<file path="config.mk">
export PLATFORM = sky130hd
export DESIGN_NAME = i2c_req_arbiter
export DESIGN_NICKNAME = d
export VERILOG_FILES = /design/src/rtl/i2c_req_arbiter.sv
export SDC_FILE = /design/constraint.sdc
export NUM_CORES = 1
export LEC_CHECK = 0
export ABC_AREA = 1
export CAP_MARGIN = 5
export CORE_ASPECT_RATIO = 0.5
export CORE_UTILIZATION = 40
export DETAILED_ROUTE_END_ITERATION = 10
export GPL_TIMING_DRIVEN = 0
export PLACE_DENSITY = 0.77
export SLEW_MARGIN = 25
export SYNTH_ARGS = -nofsm -noshare
export SYNTH_HDL_FRONTEND = slang
export SYNTH_SLANG_ARGS = --single-unit
</file>
<file path="constraint.sdc">
create_clock -name clk -period 2.5 [get_ports clk]
set_input_delay 0.75 -clock clk [delete_from_list [all_inputs] [get_ports clk]]
set_output_delay 0.75 -clock clk [all_outputs]
set_load 0.005 [all_outputs]
</file>
<file path="src/rtl/i2c_req_arbiter.sv">
// Round-robin arbiter sharing one I2C master between NUM_REQ requesters.
// One byte transfer at a time, bounded by TIMEOUT, followed by a GAP-cycle ce-low recovery.
module i2c_req_arbiter #(
    parameter int unsigned NUM_REQ = 4,
    parameter int unsigned TIMEOUT = 2048,
    parameter int unsigned GAP     = 32
) (
    input  logic                   clk,
    input  logic                   reset,
    input  logic [NUM_REQ-1:0]     req_valid,
    input  logic [NUM_REQ-1:0]     req_rden,
    input  logic [8*NUM_REQ-1:0]   req_addr,
    input  logic [8*NUM_REQ-1:0]   req_wdata,
    output logic [NUM_REQ-1:0]     req_done,
    output logic                   req_err,
    output logic                   req_timeout,
    output logic [7:0]             req_rdata,
    output logic [NUM_REQ-1:0]     grant,
    output logic                   m_ce,
    output logic                   m_rden,
    output logic                   m_wren,
    output logic [7:0]             m_addr,
    output logic [7:0]             m_wdata,
    input  logic [7:0]             m_rdata,
    input  logic                   m_ready,
    input  logic                   m_error
);

    localparam int unsigned CNT_MAX = (TIMEOUT > GAP) ? TIMEOUT : GAP;
    localparam int unsigned CW      = $clog2(CNT_MAX) + 1;
    localparam int unsigned PW      = $clog2(NUM_REQ);

    localparam logic [CW-1:0]      TCNT_LAST = CW'(TIMEOUT - 1);
    localparam logic [CW-1:0]      GCNT_LAST = CW'(GAP - 1);
    localparam logic [PW-1:0]      PTR_LAST  = PW'(NUM_REQ - 1);
    localparam logic [NUM_REQ-1:0] GRANT_ONE = {{(NUM_REQ-1){1'b0}}, 1'b1};

    typedef enum logic [1:0] {
        IDLE,
        BUSY,
        RECOVER
    } state_t;

    state_t        state;
    logic [PW-1:0] rr_ptr;
    logic [PW-1:0] owner;
    logic [CW-1:0] tcnt;
    logic [CW-1:0] gcnt;

    logic [PW-1:0] scan_idx;
    logic [PW-1:0] win_idx;
    logic          win_found;
    logic          xfer_end;

    // First requester at or above rr_ptr, wrapping modulo NUM_REQ.
    always_comb begin
        win_found = 1'b0;
        win_idx   = '0;
        scan_idx  = '0;
        for (int unsigned i = 0; i < NUM_REQ; i++) begin
            scan_idx = PW'((32'(rr_ptr) + i) % NUM_REQ);
            if (!win_found && req_valid[scan_idx]) begin
                win_found = 1'b1;
                win_idx   = scan_idx;
            end
        end
    end

    assign xfer_end = m_error || m_ready || (tcnt == TCNT_LAST);

    always_ff @(posedge clk) begin
        if (!reset) begin
            state       <= IDLE;
            rr_ptr      <= '0;
            owner       <= '0;
            tcnt        <= '0;
            gcnt        <= '0;
            m_ce        <= 1'b0;
            m_rden      <= 1'b0;
            m_wren      <= 1'b0;
            m_addr      <= '0;
            m_wdata     <= '0;
            grant       <= '0;
            req_done    <= '0;
            req_err     <= 1'b0;
            req_timeout <= 1'b0;
            req_rdata   <= '0;
        end else begin
            req_done <= '0;
            case (state)
                IDLE: begin
                    if (win_found) begin
                        owner   <= win_idx;
                        grant   <= GRANT_ONE << win_idx;
                        m_ce    <= 1'b1;
                        m_rden  <= req_rden[win_idx];
                        m_wren  <= ~req_rden[win_idx];
                        m_addr  <= req_addr[{win_idx, 3'b000} +: 8];
                        m_wdata <= req_wdata[{win_idx, 3'b000} +: 8];
                        tcnt    <= '0;
                        state   <= BUSY;
                    end
                end

                BUSY: begin
                    tcnt <= tcnt + 1'b1;
                    if (xfer_end) begin
                        // Error outranks ready, ready outranks timeout.
                        req_done    <= grant;
                        req_err     <= m_error || !m_ready;
                        req_timeout <= !m_error && !m_ready;
                        req_rdata   <= (!m_error && m_ready && m_rden) ? m_rdata : '0;
                        m_ce        <= 1'b0;
                        grant       <= '0;
                        rr_ptr      <= (owner == PTR_LAST) ? '0 : owner + 1'b1;
                        gcnt        <= '0;
                        state       <= RECOVER;
                    end
                end

                RECOVER: begin
                    gcnt <= gcnt + 1'b1;
                    if (gcnt == GCNT_LAST) begin
                        state <= IDLE;
                    end
                end

                default: state <= IDLE;
            endcase
        end
    end

endmodule

</file>
==> summary.md <==
| Metric | Value |
|---|---|
| Status | completed |
| R2R setup slack | 390 ps |
| Net count of the finished layout | 822 |
| Worst hold path type | reg -> reg |
| Unrepaired setup endpoints after global routing | true |
| Post-synth top area share | 35.1% |
| CP max FO | 10 |
| Level count of the clock H-tree | 3 |
| Detailed Routing Iterations Pass 1 | 5 |
| Number of buffers on the longest clock path | 2 |
| Cell class contributing the biggest share of worst-path delay | simple AND/OR/NAND/NOR gates |
| Count of buffers inserted at the top-level ports | 120 |
| Share of the clock period used by the worst path after layout | 93.8% |
| Cell Pwr Density | 1050 mW/mm^2 |
| Worst setup path class | in -> reg |
| Core region area | 0.00898 sq mm |
| Post-Syn Nets | between 600 and 700 |
| Worst reg-to-reg path cell count | 9 |
| Number of antenna-violating nets in the routed design | 0 |
| #FFs+latches synth | 67 |
| Hold-fix buffer count after cts | 0 |
| Clock latency reported for the late side of the worst-skew pair | 330 ps |
| Total count of max-transition violations in the final report | 0 |
| Share of power burned in the clock network | between 20 and 25% |
| Critical path depth in cells | 12 |
| Cell accounting for the most synthesized area | sky130_fd_sc_hd__dfxtp_1 |
| Starting utilization of the core area | approximately 43% |
| Largest stage delay, worst path | 480 ps |
| Sink count of the clock tree | 67 |
| Setup crit end kind | flip-flop |
| Cts bufs inserted | 9 |
| Cell breakdown of the critical path | clkdlybuf4s50_1 -> inv_1 -> nand2_1 -> nand2_1 -> and2_2 -> nand4_2 -> buf_2 -> nand3_1 -> nand3_1 -> nand3_1 -> nand2_1 -> inv_1 |
| Area added between synthesis and finish | 45.1% |
| Sum of net half-perimeters after detailed placement | 8460 microns |
| Final Critical Period | roughly 2300 ps |
| Number of vias in the routed layout | 4,367 |
| Register share of total power | a little under a quarter |
| Total cell area at the placement stage | 0.00516 sq mm |
| Worst Path Arrival | 2580 ps |
| Leading cell types by total area after synthesis | sky130_fd_sc_hd__dfxtp_1 35%, sky130_fd_sc_hd__nand2_1 19%, sky130_fd_sc_hd__nand3_1 15% |
| Sw Share | 41.9% |
| IR Drop Worst-Case VDD | a little under 0.0006 V |
| First-pass GRT wire length | roughly 19,000 microns |
| Worst max-slew margin expressed relative to the limit | 61.5% |
| Count of unresolved DRC violations after routing | 0 |
| Die ar. | 0.00996 sq mm |
| DRC violation total after the first TritonRoute iteration | 272 |
| Initial antenna violation count | 0 |
| Pin slew with the least headroom to its limit | 575 ps |
| Cell-internal power | 0.00338 W |
| Via density per instance | 5.10 |
| Dominant cell by count in the synthesized netlist | sky130_fd_sc_hd__nand2_1 |
| Count of mapped cells out of synthesis | roughly 600 |
| Total net switching power | 0.00243 W |
| Buffers plus inverters on the worst setup path | 4 |
| Floorplan die height | 71.1 microns |
| CTS clock-pin slew for the worst setup and hold paths | approximately 60 ps |
| Final standard cell area without fillers | 0.00554 sq mm |
| Fill cell total of the finished layout | 819 |
| Critical Path Slowest Stage Cell | sky130_fd_sc_hd__clkdlybuf4s50_1 |
| Logic pwr share | 53.5% |
| Fraction of layout cells with a size suffix above 1 | 8.66% |
| Aggregate global-route resource usage | approximately a quarter |
| Most used flip-flop cell after synthesis | sky130_fd_sc_hd__dfxtp_1 |
| CTS tree | yes |
| Clock skew after layout | 4.27 ps |
| Number of cells on the worst hold path | 2 |
| Share of flip-flops with an asynchronous set or reset after synthesis | 0% |
| Max Cap Viol | 0 |
| Count of endpoints failing setup in the final report | 0 |
| Synth Area per Inst | 6.38 sq um |
| Ports placed on the boundary | between 100 and 150 |
| Hold violation total from the final report | 0 |
| Wire length per cell after detailed routing | roughly 13 microns |
| Standard-cell rows | 24 |
| GP Congestion | 0.899 |
| Total Wirelength | 11,500 microns |
| Leftover overflow at the end of global routing | 0 |
| CTS root buf | sky130_fd_sc_hd__clkbuf_16 |
| Antenna cell count | 0 |
| Via count of the first global-routing pass | 4,093 |
| Floorplan die width | 140 microns |
| Number of synthesized flops with an enable pin | 0 |
| Static Leakage | 2.47 nW |
| Number of distinct library cells after synthesis | 34 |
| Synthesized area | 0.00382 sq mm |
| Worst hold slack after final layout | 447 ps |
| Share of synthesized area occupied by flip-flops and latches | 35.1% |
| Largest net degree at the start of global routing | 12 |
| Final core occ | 61.7% |
| Maximum frequency from static timing analysis | approximately 0.43 GHz |
| Final Total Pwr | 0.00582 W |
| Synthesis Warnings | 0 |
| Top cell types by occurrence after synthesis | 195 x sky130_fd_sc_hd__nand2_1, 118 x sky130_fd_sc_hd__nand3_1, 67 x sky130_fd_sc_hd__dfxtp_1, 54 x sky130_fd_sc_hd__inv_1, 31 x sky130_fd_sc_hd__a21oi_1 |
| Required arrival time at the worst endpoint | 2730 ps |
| CP startpoint kind | primary input |
## worst register-to-register path, cell delays in order (launching register included)
cell and delay (ps):
sky130_fd_sc_hd__dfxtp_1 400, sky130_fd_sc_hd__ha_1 260, sky130_fd_sc_hd__nand3_1 140, sky130_fd_sc_hd__nor2_1 170
sky130_fd_sc_hd__nand4_1 100, sky130_fd_sc_hd__nand2_1 100, sky130_fd_sc_hd__nand2_1 80, sky130_fd_sc_hd__nor2_1 480
sky130_fd_sc_hd__inv_1 180, sky130_fd_sc_hd__nor2_1 140
## cells in the final DEF, fill, tap and decap left out, drive strengths merged, types with 3 or more instances in the layout
| cell | instances |
|---|---|
| nand2 | 205 |
| clkdlybuf4s50 | 120 |
| nand3 | 120 |
| dfxtp | 67 |
| inv | 57 |
| nor2 | 32 |
| a21oi | 31 |
| buf | 24 |
| o21ai | 23 |
| clkbuf | 21 |
| nand4 | 10 |
| nor3 | 5 |
| a211oi | 4 |
| ha | 3 |
| clkinv | 3 |
## layer usage
layer / wire length (microns) / vias to the layer above / track usage (%)
met5: 0 / - / 0
met4: 212 / 0 / 7.57
met2: 5440 / 124 / 41.7
li1: - / 2226 / -
met1: 5160 / 1995 / 29.4
met3: 692 / 22 / 7.52
## registers in the layout, summed over array words and instances (netlist names)
signal and count:
m_wdata 8, gcnt 12, req_err 1, req_rdata 8, m_wren 1, req_done 4, grant 4, m_ce 1
req_timeout 1, state 2, rr_ptr 2, owner 2, tcnt 12, m_rden 1, m_addr 8
## power by group through the flow
stage / clock network, W / registers, W / logic (W)
after detailed placement: 0 / 0.00140 / 0.00293
after floorplan: 0 / 0.00139 / 0.00198
after CTS: 0.00134 / 0.00138 / 0.00295
after global routing: 0.00139 / 0.00141 / 0.00349
final: 0.00132 / 0.00138 / 0.00311
after global placement: 0 / 0.00139 / 0.00289
## timing repair
action / in CTS / in global routing
endpoints found under the setup margin: 0 / 33
gates resized for setup: 0 / 10
setup buffers: 0 / 6
## worst paths after layout
check | from | to
max | req_valid[1] | m_wren$_SDFFE_PN0P_
min | grant[1]$_SDFFE_PN0P_ | req_done[1]$_SDFF_PN0_
max reg2reg | tcnt[0]$_SDFFE_PN0P_ | req_done[2]$_SDFF_PN0_
min reg2reg | grant[1]$_SDFFE_PN0P_ | req_done[1]$_SDFF_PN0_
## metrics by stage
step	setup TNS [ps]	worst slack [ps]	cells
5_1_grt	-34.6	-34.6	856
3_5_place_dp	-7380	-315	835
3_3_place_gp	-7240	-301	835
2_1_floorplan	0	455	598
4_1_cts	0	23.6	850
6_report	0	156	856
## logic make-up (layout without fill, tap and decap cells)
group,after synthesis,in the layout,synth area share (%)
xor+xnor,1,1,0.229
flops,67,67,35.1
fa+ha+maj,3,3,0.983
simple gates,378,378,44.6
buf+inv,86,227,9.87
compound gates,63,63,9.21
## layout make-up
class	count	area, sq um	share of cell area, %
repair buffers	126	1250	22.5
clock buffers	10	229	4.13
plain buffers	29	168	3.03
well taps	117	146	2.64
flip-flops and latches	67	1340	24.2
clock inverters	5	78.8	1.42
inverters	57	219	3.95
multi-input cells	445	2110	38.1
Power figures use the tool's default switching activity.
